===== config.mk =====
export PLATFORM = sky130hd
export DESIGN_NAME = wb_cmd_master
export DESIGN_NICKNAME = d
export VERILOG_FILES = /design/src/rtl/wb_cmd_master_pkg.sv /design/src/rtl/wb_cmd_master.sv
export SDC_FILE = /design/constraint.sdc
export NUM_CORES = 1
export LEC_CHECK = 0
export ABC_AREA = 1
export CAP_MARGIN = 20
export CORE_UTILIZATION = 45
export CTS_CLUSTER_DIAMETER = 120
export DETAILED_ROUTE_END_ITERATION = 8
export PLACE_DENSITY = 0.89
export REMOVE_ABC_BUFFERS = 1
export SLEW_MARGIN = 10
export SYNTH_ARGS = -nofsm -noshare
export SYNTH_HDL_FRONTEND = slang
export SYNTH_SLANG_ARGS = --single-unit

===== constraint.sdc =====
create_clock -name clk_i -period 3.8 [get_ports clk_i]
set_clock_uncertainty 0.1 [all_clocks]
set_input_delay 0.76 -clock clk_i [delete_from_list [all_inputs] [get_ports clk_i]]
set_output_delay 0.76 -clock clk_i [all_outputs]
set_load 0.005 [all_outputs]

===== src/rtl/wb_cmd_master_pkg.sv =====
// -----------------------------------------------------------------------------
// wb_cmd_master_pkg
// Shared constants and types for the Wishbone command master:
//   - default address width and timeout
//   - data and byte-select widths
//   - 2-bit state encoding of the transfer FSM
// -----------------------------------------------------------------------------
package wb_cmd_master_pkg;

  // Bus geometry. The default address width covers the 128 KiB I/O window.
  localparam int ADDR_W_DEF  = 17;
  localparam int DATA_W      = 32;
  localparam int SEL_W       = DATA_W / 8;

  // Default number of cycles a transfer may stay on the bus before abort.
  localparam int TIMEOUT_DEF = 1024;

  // State encoding of the transfer FSM.
  localparam logic [1:0] ST_IDLE = 2'd0;
  localparam logic [1:0] ST_BUS  = 2'd1;
  localparam logic [1:0] ST_RESP = 2'd2;

  typedef enum logic [1:0] {
    IDLE = ST_IDLE,
    BUS  = ST_BUS,
    RESP = ST_RESP
  } state_e;

endpackage : wb_cmd_master_pkg


===== src/rtl/wb_cmd_master.sv =====
// -----------------------------------------------------------------------------
// wb_cmd_master
// Converts a valid/ready command stream into single Wishbone classic transfers
// and returns one response (read data or timeout flag) per command.
//
// Ports
//   clk_i, rst_i          clock; asynchronous active-low reset
//   cmd_valid_i/ready_o   command handshake (ready only while idle)
//   cmd_we_i/adr_i/dat_i/sel_i   command fields
//   rsp_valid_o/ready_i   response handshake
//   rsp_dat_o, rsp_err_o  read data (0 for writes/timeouts), timeout flag
//   cyc_o, stb_o, we_o, adr_o, dat_o, sel_o   Wishbone initiator outputs
//   dat_i, ack_i          Wishbone initiator inputs
// -----------------------------------------------------------------------------
module wb_cmd_master
  import wb_cmd_master_pkg::*;
#(
  parameter int ADDR_W  = ADDR_W_DEF,
  parameter int TIMEOUT = TIMEOUT_DEF
) (
  input  logic              clk_i,
  input  logic              rst_i,

  input  logic              cmd_valid_i,
  output logic              cmd_ready_o,
  input  logic              cmd_we_i,
  input  logic [ADDR_W-1:0] cmd_adr_i,
  input  logic [DATA_W-1:0] cmd_dat_i,
  input  logic [SEL_W-1:0]  cmd_sel_i,

  output logic              rsp_valid_o,
  input  logic              rsp_ready_i,
  output logic [DATA_W-1:0] rsp_dat_o,
  output logic              rsp_err_o,

  output logic              cyc_o,
  output logic              stb_o,
  output logic              we_o,
  output logic [ADDR_W-1:0] adr_o,
  output logic [DATA_W-1:0] dat_o,
  output logic [SEL_W-1:0]  sel_o,
  input  logic [DATA_W-1:0] dat_i,
  input  logic              ack_i
);

  // Wide enough to hold TIMEOUT itself, so the count can never wrap.
  localparam int               CNT_W    = $clog2(TIMEOUT + 1);
  localparam logic [CNT_W-1:0] TMO_LAST = CNT_W'(TIMEOUT - 1);

  state_e state_q, state_d;

  logic              we_q;
  logic [ADDR_W-1:0] adr_q;
  logic [DATA_W-1:0] dat_q;
  logic [SEL_W-1:0]  sel_q;
  logic [DATA_W-1:0] rsp_dat_q;
  logic              rsp_err_q;
  logic [CNT_W-1:0]  tmo_cnt_q;

  logic accept;
  logic timeout_hit;

  assign accept      = (state_q == IDLE) && cmd_valid_i;
  // The counter starts at 0 on the first BUS cycle, so reaching TIMEOUT-1
  // means this edge closes the TIMEOUT-th cycle with cyc_o high.
  assign timeout_hit = (tmo_cnt_q == TMO_LAST);

  // ---------------------------------------------------------------------------
  // State register
  // ---------------------------------------------------------------------------
  // NOTE: sequential state uses non-blocking (<=) so every flop samples the
  // pre-edge values regardless of block ordering.
  always_ff @(posedge clk_i or negedge rst_i) begin
    if (!rst_i) state_q <= IDLE;
    else        state_q <= state_d;
  end

  // ---------------------------------------------------------------------------
  // Next-state logic
  // ---------------------------------------------------------------------------
  // NOTE: state_d gets a default before the case so no path leaves it
  // unassigned, which would otherwise infer a latch.
  always_comb begin
    state_d = state_q;
    unique case (state_q)
      IDLE:    if (cmd_valid_i)          state_d = BUS;
      BUS:     if (ack_i || timeout_hit) state_d = RESP;
      RESP:    if (rsp_ready_i)          state_d = IDLE;
      default:                           state_d = IDLE;
    endcase
  end

  // ---------------------------------------------------------------------------
  // Output decode: strobes come straight from the state flops, so a reset
  // mid-transfer drops cyc_o immediately and never shows a response.
  // ---------------------------------------------------------------------------
  always_comb begin
    cmd_ready_o = 1'b0;
    rsp_valid_o = 1'b0;
    cyc_o       = 1'b0;
    stb_o       = 1'b0;
    unique case (state_q)
      IDLE:    cmd_ready_o = 1'b1;
      BUS: begin
        cyc_o = 1'b1;
        stb_o = 1'b1;
      end
      RESP:    rsp_valid_o = 1'b1;
      default: ;
    endcase
  end

  // ---------------------------------------------------------------------------
  // Command capture, timeout counter and response capture.
  // Bus fields load only on accept, so they stay stable throughout BUS;
  // the response loads only on the BUS exit edge, so it is stable in RESP
  // and stale acks outside BUS have no effect.
  // ---------------------------------------------------------------------------
  // NOTE: these data registers do carry a reset: the bus and response outputs
  // must read as zero while rst_i is low.
  always_ff @(posedge clk_i or negedge rst_i) begin
    if (!rst_i) begin
      we_q      <= 1'b0;
      adr_q     <= '0;
      dat_q     <= '0;
      sel_q     <= '0;
      rsp_dat_q <= '0;
      rsp_err_q <= 1'b0;
      tmo_cnt_q <= '0;
    end else if (accept) begin
      we_q      <= cmd_we_i;
      adr_q     <= cmd_adr_i;
      dat_q     <= cmd_dat_i;
      sel_q     <= cmd_sel_i;
      tmo_cnt_q <= '0;
    end else if (state_q == BUS) begin
      if (ack_i) begin
        // Ack wins over a simultaneous timeout.
        rsp_dat_q <= we_q ? '0 : dat_i;
        rsp_err_q <= 1'b0;
      end else if (timeout_hit) begin
        rsp_dat_q <= '0;
        rsp_err_q <= 1'b1;
      end else if (tmo_cnt_q != TMO_LAST) begin
        tmo_cnt_q <= tmo_cnt_q + 1'b1;
      end
    end
  end

  assign we_o      = we_q;
  assign adr_o     = adr_q;
  assign dat_o     = dat_q;
  assign sel_o     = sel_q;
  assign rsp_dat_o = rsp_dat_q;
  assign rsp_err_o = rsp_err_q;

endmodule : wb_cmd_master

### Word-level counts from Yosys, hierarchy flattened

Index checks and enable logic that the tools add are counted.

* bits in registers: 100
* bits of input ports: 91
* output and inout port bits: 91

* add/subtract/negate cells: 1
* equality and inequality tests: 9
* muxes and demuxes: 17
* bitwise logic cells: 1
* reductions and logical operators: 9

Operators with widths (number)
* 32-bit 2-to-1 mux: 3
* 11-bit 2-to-1 mux: 5
* 11-bit by 1-bit adder with 11-bit output (second input constant): 1
* 11-bit by 10-bit equality test with 1-bit output (second input constant): 1
* 11-bit by 10-bit != test with 1-bit output (second input constant): 1
* 2-bit != test (second input constant): 4
* 2-bit 2-to-1 mux: 3
* 2-bit one-hot mux with 3 select lines: 1
* 3-bit AND reduction: 2
* 2-bit nonzero test: 3
* 1-bit 2-to-1 mux: 5
* 4-bit AND reduction: 1
* 2-bit by 1-bit equality test with 1-bit output (second input constant): 1
* 2-bit equality test (second input constant): 1
* 2-bit logical NOT: 1
* 2-bit by 1-bit != test with 1-bit output (second input constant): 1
* 1-bit logical AND: 1
* 1-bit logical OR: 1
* 1-bit inverter: 1

### Logic depth before layout (Yosys ltp)

Gate-level depths: netlist of run 1.

* word-level depth: 6
* depth in mapped cells: 10
* mapped depth without buffers: 8

### Worst setup path before layout of run 1

No wires, ideal clock.

* path type: input port to flip-flop
* from: input ack_i
* to: register rsp_dat_q[1] (netlist: rsp_dat_o[1])
* data arrival time: 1.491 ns
* data required time: 3.626 ns
* setup slack: 2.135 ns
* stages: 5
* path buffers: 1
* cell sequence: inv_1 -> nor2_1 -> clkbuf_1 -> nand2_1 -> o21ai_2

* cells in the longest elaborated chain, start to end: 2
* elaborated cells on any way between the ends: 3

RTL lines
* start: declaration: line wb_cmd_master.sv:43 `input logic ack_i`
* 2-bit nonzero test (no line)
* 3-bit AND reduction (no line)
* end signal: assignment: line wb_cmd_master.sv:139 `rsp_dat_q <= we_q ? '0 : dat_i;`
* end: declaration: line wb_cmd_master.sv:56 `logic [DATA_W-1:0] rsp_dat_q;`

Parallel ways exist; a longest one is shown, timed or not.
A chain may end at the register's enable or synchronous reset.

### Final worst setup path of run 1

* from: register state_q[0]
* to: output cyc_o

* cells in the longest elaborated chain, start to end: 2

RTL lines
* start: declaration: line wb_cmd_master.sv:50 `state_e state_q, state_d;`
* start signal: assignment: line wb_cmd_master.sv:75 `else state_q <= state_d;`
* 2-bit by 1-bit equality test with 1-bit output: line wb_cmd_master.sv:102 `unique case (state_q)`
* 1-bit 2-to-1 mux: line wb_cmd_master.sv:102
* end: declaration: line wb_cmd_master.sv:36 `output logic cyc_o,`

No other way between the ends.

==> results of run 1 <==
## stage by stage
step	std cells	util	hold WS [ps]	cell area, sq um	setup slack, ps
after detailed placement	747	0.680	365	5960	1040
after global placement	747	0.680	361	5960	1070
after global routing	763	0.705	400	6180	1250
after CTS	763	0.705	387	6180	1380
final	763	0.705	387	6180	1400
after floorplan	451	-	364	3960	741
## power breakdown
part | total, mW | internal (mW) | leakage, nW | switching, mW
clock | 0.734 | 0.375 | 0.104 | 0.358
sequential | 1.77 | 1.50 | 1.29 | 0.272
combinational | 1.89 | 1.05 | 1.52 | 0.846
total | 4.40 | 2.92 | 2.91 | 1.48
## cell usage after synthesis, drive strengths merged, types with 4 or more instances
library cell and instances:
o21ai 36, nand3 16, dfrtp 100, clkbuf 9, inv 10, nand2 261, xor2 4, buf 17
nor2 18
## state kept, by name, summed over array words and instances, names as in the netlist
signal	flops
adr_o	17
dat_o	32
rsp_dat_o	32
rsp_err_o	1
sel_o	4
state_q	2
tmo_cnt_q	11
we_o	1
## worst paths after layout
check,from,endpoint,slack (ps),cells past startpoint
min,rsp_err_o,rsp_err_o,390,2
max in group asynchronous,rst_i,adr_o[1],2400,2
max reg2reg,tmo_cnt_q[0],rsp_dat_o[9],1500,9
min in group asynchronous,rst_i,tmo_cnt_q[10],450,1
max,state_q[0],cyc_o,1400,3
min reg2reg,rsp_err_o,rsp_err_o,390,2
## cells by family after synthesis
| group | count (synthesis) |
|---|---|
| and+or+nand+nor | 298 |
| DFF | 100 |
| AOI/OAI and AO/OA | 37 |
| buffers and inverters | 36 |
| muxes | 1 |
| xor gates and xnor gates | 4 |
| adders and majority gates | 1 |
## layout make-up
cell class | count | area share
flip-flops and latches | 100 | 0.405
repair buffers | 188 | 0.301
multi-input cells | 341 | 0.231
well taps | 108 | 0.0219
clock buffers | 11 | 0.0213
clock inverters | 5 | 0.0138
inverters | 10 | 0.00607
## routing by layer
metal	vias up	routed length [microns]	global-route usage
li1	1817	-	-
met1	1689	4450	0.294
met2	152	5070	0.387
met3	16	819	0.0612
met4	0	190	0.0724
met5	-	0	0
## worst max-delay path: cells and delay by family, from the launching register on
family / cells / cell delay (ps)
and+or+nand+nor: 1 / 190
buffers and inverters: 2 / 610
DFF: 1 / 400
==> impl_metrics.py, run 1 <==
metrics = {
    "timing": {
        "fin_crit_ps": 2400,
        "setup_viol": 0,
        "tightest_slew_ps": 937,
        "rsz0062_at_grt": "false",
        "slew_headroom": 0.375,
        "timing.final.crit_share": 0.632,
        "hold_viol": 0,
        "fmaxAchievable_mhz": 416,
        "slew_viol_final": 0,
        "tns_ps": 0,
    },
    "setup_path": {
        "crit_slowest_cell": "clkdlybuf4s50_1",
        "startpoint_type": "flop",
        "crit_required_ps": 2940,
        "crit_chain": "inv_1 > nor2_2 > clkdlybuf4s50_1",
        "end_kind": "output port",
        "arrival_ps": 1540,
        "max_stage_delay_ps": 550,
        "crit_type": "flop to output port",
        "crit_fanout": 4,
    },
    "yosys": {
        "synth_xor_area_frac": 0.00854,
        "syn_area_per_cell_sq_um": 8.60,
        "ys_seq_area_frac": 0.610,
        "yosysWarnings": 0,
        "synth_area_sq_um": 4100,
        "synth-simple-area-share": 0.283,
        "synth_top_family_by_area": "simple AND/OR/NAND/NOR gates",
        "synth_compound_area_frac": 0.0494,
        "synth-edff-count": 0,
        "yosysTopAreaCell": "dfrtp_1",
        "synth_area_leaders": "dfrtp_1 61%, nand2_1 24%, o21ai_1 3.2%, nand3_1 1.8%, nor2_1 1.4%",
        "synth_fa_ha_area_frac": 0.00305,
        "muxShareOfSynthArea": 0.00244,
        "synth_top_area_frac": 0.610,
        "dominantRegCellSynth": "dfrtp_1",
        "syn_inst": 477,
        "async_flop_share": 1.00,
        "yosysUniqueCellTypes": 25,
        "ys_ff_latch": 100,
    },
    "cells_and_area": {
        "nFillCells": 645,
        "mostFrequentLayoutCells": "259 x nand2_1, 180 x clkdlybuf4s50_1, 100 x dfrtp_1",
        "final_common_cell": "nand2_1",
        "nets": 742,
        "regArea_sq_um": 2500,
        "n_antenna_cell": 0,
        "area_growth_pct": 50.6,
        "multiInputGateArea_sq_um": 1430,
        "drive_gt1_frac": 0.0519,
    },
    "floorplan": {
        "start_util": 0.468,
        "die_w_microns": 97.5,
        "die_y_microns": 97.5,
        "core_area_sq_um": 8760,
        "ios": 182,
        "dieArea_sq_um": 9510,
        "rows": 34,
    },
    "place": {
        "globalplace.congestion": 0.788,
        "dp_hpwl_microns": 7560,
        "numPortBuffers": 181,
    },
    "grt": {
        "gr-total-overflow": 0,
        "grt_max_degree": 78,
        "grt_use_total": 0.232,
        "grt_first_pass_wirelength_microns": 17800,
        "grt_pass1_vias": 3702,
        "antenna_found_initial": 0,
    },
    "power": {
        "ir_worst_vdd_uv": 380,
        "power_density_nw_per_um2": 712,
        "p_leak_nw": 2.91,
        "total_power_mw": 4.40,
    },
    "clock_network": {
        "clock_insertion_delay_worst_skew_ps": 360,
        "path_clk_slew_ps": 90,
        "cts_setup_buffers": 0,
        "htreeDepth": 3,
        "cts_root_buf": "clkbuf_8",
        "post_cts_resized": 0,
        "cts_inserted_buffers": 9,
        "cts.sinks": 100,
        "cts_tree": "built",
        "cts_buffer_depth": 2,
        "hold_buffers": 0,
    },
    "drt": {
        "drc_errors": 0,
        "wirelength_microns": 10500,
        "vias": 3674,
        "routed_via_density": 4.82,
        "ant_nets": 0,
        "firstDrtPassIters": 5,
        "dr.first_iter.drc_count": 218,
        "wire_per_inst_microns": 13.8,
    },
    "hold_path": {
        "hp-class": "flop to flop",
    },
    "status": {
        "status": "completed",
    },
    "job": {
        "maxCapViolations": 0,
    },
}
No activity file was read; power rests on OpenSTA's default activity.
==> inputs of run 2 (changes only) <==
--- a/config.mk
+++ b/config.mk
@@ -7,10 +7,10 @@
 export LEC_CHECK = 0
 export ABC_AREA = 1
 export CAP_MARGIN = 20
-export CORE_UTILIZATION = 45
+export CORE_UTILIZATION = 42
 export CTS_CLUSTER_DIAMETER = 120
 export DETAILED_ROUTE_END_ITERATION = 8
-export PLACE_DENSITY = 0.89
+export PLACE_DENSITY = 0.84
 export REMOVE_ABC_BUFFERS = 1
 export SLEW_MARGIN = 10
 export SYNTH_ARGS = -nofsm -noshare
==> constraint.sdc (replaced) <==
create_clock -name clk_i -period 2.5 [get_ports clk_i]
set_clock_uncertainty 0.1 [all_clocks]
set_input_delay 0.5 -clock clk_i [delete_from_list [all_inputs] [get_ports clk_i]]
set_output_delay 0.5 -clock clk_i [all_outputs]
set_load 0.005 [all_outputs]
==> impl_metrics.py, run 2 (synthesis gave the netlist of run 1 again) <==
metrics = {
    "cells_and_area": {
        "fin_area_sq_um": 6230,
        "post_layout_nonfiller_instances": 784,
        "drive_gt1_frac": 0.0550,
        "mostFrequentLayoutCells": "259 x nand2_1, 180 x clkdlybuf4s50_1, 100 x dfrtp_1",
        "area_growth_pct": 51.9,
        "utilization": 0.665,
        "nFillCells": 784,
        "nets": 742,
        "final_common_cell": "nand2_1",
        "n_antenna_cell": 0,
    },
    "timing": {
        "slew_headroom": 0.578,
        "fin_crit_ps": 2140,
        "hold_viol": 0,
        "timing.hold.ws_ps": 9.31,
        "timing.final.crit_share": 0.858,
        "tns_ps": 0,
        "timing.final.ws_setup_ps": 355,
        "slew_viol_final": 0,
        "rsz0062_at_grt": "false",
        "setup_viol": 0,
        "tightest_slew_ps": 632,
        "fmaxAchievable_mhz": 466,
    },
    "floorplan": {
        "dieArea_sq_um": 10200,
        "start_util": 0.438,
        "die_w_microns": 101,
        "ios": 182,
        "die_y_microns": 101,
        "core_area_sq_um": 9370,
        "rows": 35,
    },
    "hold_path": {
        "hp-class": "input pin to asynchronous set/reset pin",
    },
    "power": {
        "power_density_nw_per_um2": 1070,
        "ir_worst_vdd_uv": 537,
        "p_leak_nw": 2.93,
        "total_power_mw": 6.68,
    },
    "drt": {
        "routed_via_density": 4.71,
        "firstDrtPassIters": 5,
        "ant_nets": 0,
        "drc_errors": 0,
        "wirelength_microns": 10500,
        "dr.first_iter.drc_count": 165,
        "wire_per_inst_microns": 13.4,
        "vias": 3694,
    },
    "clock_network": {
        "cts_root_buf": "clkbuf_8",
        "path_clk_slew_ps": 100,
        "cts.sinks": 100,
        "clock_insertion_delay_worst_skew_ps": 350,
        "post_cts_resized": 0,
        "cts_setup_buffers": 0,
        "hold_buffers": 0,
        "cts_buffer_depth": 2,
        "cts_tree": "built",
        "cts_inserted_buffers": 9,
        "htreeDepth": 3,
    },
    "grt": {
        "grt_max_degree": 68,
        "grt_use_total": 0.216,
        "antenna_found_initial": 0,
        "grt_first_pass_wirelength_microns": 17100,
        "gr-total-overflow": 0,
        "grt_pass1_vias": 3694,
    },
    "setup_path": {
        "crit_required_ps": 1900,
        "r2r-end": "rsp_dat_o[3]",
        "timing.rr.start": "tmo_cnt_q[0]",
        "end_kind": "output port",
        "r2r_slack_ps": 510,
        "crit_type": "flop to output port",
        "crit_fanout": 4,
        "startpoint_type": "flop",
        "arrival_ps": 1540,
        "r2r.worst_path.cells": 8,
    },
    "place": {
        "dp_hpwl_microns": 7520,
        "globalplace.congestion": 0.825,
        "numPortBuffers": 181,
        "post-place-ws_ps": 383,
        "place_inst": 768,
        "dpl_cell_area_sq_um": 6030,
    },
    "job": {
        "maxCapViolations": 0,
    },
    "status": {
        "status": "completed",
    },
}
run 2: cell types whose count changed in the layout (fill, tap and decap cells not counted), sizes merged:
cell      before  now
bufinv         2    1
clkinv         1    3
clkbuf        11    9
inv           11   13
clkinvlp       1    0
run 2: how the worst max path moves through the flow:
stage                            from            to
after global placement          ack_i  tmo_cnt_q[0]
final                      state_q[1]         cyc_o
after global routing       state_q[0]         stb_o
after CTS                  state_q[0]         cyc_o
after detailed placement        ack_i  rsp_dat_o[3]
after floorplan           cmd_valid_i  tmo_cnt_q[3]
run 2: area by class of cell:
cell class / count / area (sq um) / area share
clock inverters: 7 / 83.8 / 0.0134
flip-flops and latches: 100 / 2500 / 0.401
well taps: 129 / 161 / 0.0259
multi-input cells: 341 / 1430 / 0.229
repair buffers: 188 / 1900 / 0.305
inverters: 10 / 37.5 / 0.00602
clock buffers: 9 / 124 / 0.0199
run 2: where the power goes:
part / internal [mW] / leakage [nW] / switching, mW
Sequential: 2.28 / 1.29 / 0.413
Clock: 0.483 / 0.108 / 0.587
Combinational: 1.64 / 1.54 / 1.28
run 2: per-layer routing:
layer  global-route usage  up-vias  wire [microns]
li1                     -     1818               -
met1                0.255     1737            4290
met2                0.375      133            5270
met3               0.0673        6             828
met4               0.0669        0              90
met5                    0        -               0
run 2: worst max-delay path, cell delays in order (launching register included):
cell and delay, ps:
dfrtp_1 430, nor2_2 230, clkdlybuf4s50_1 540
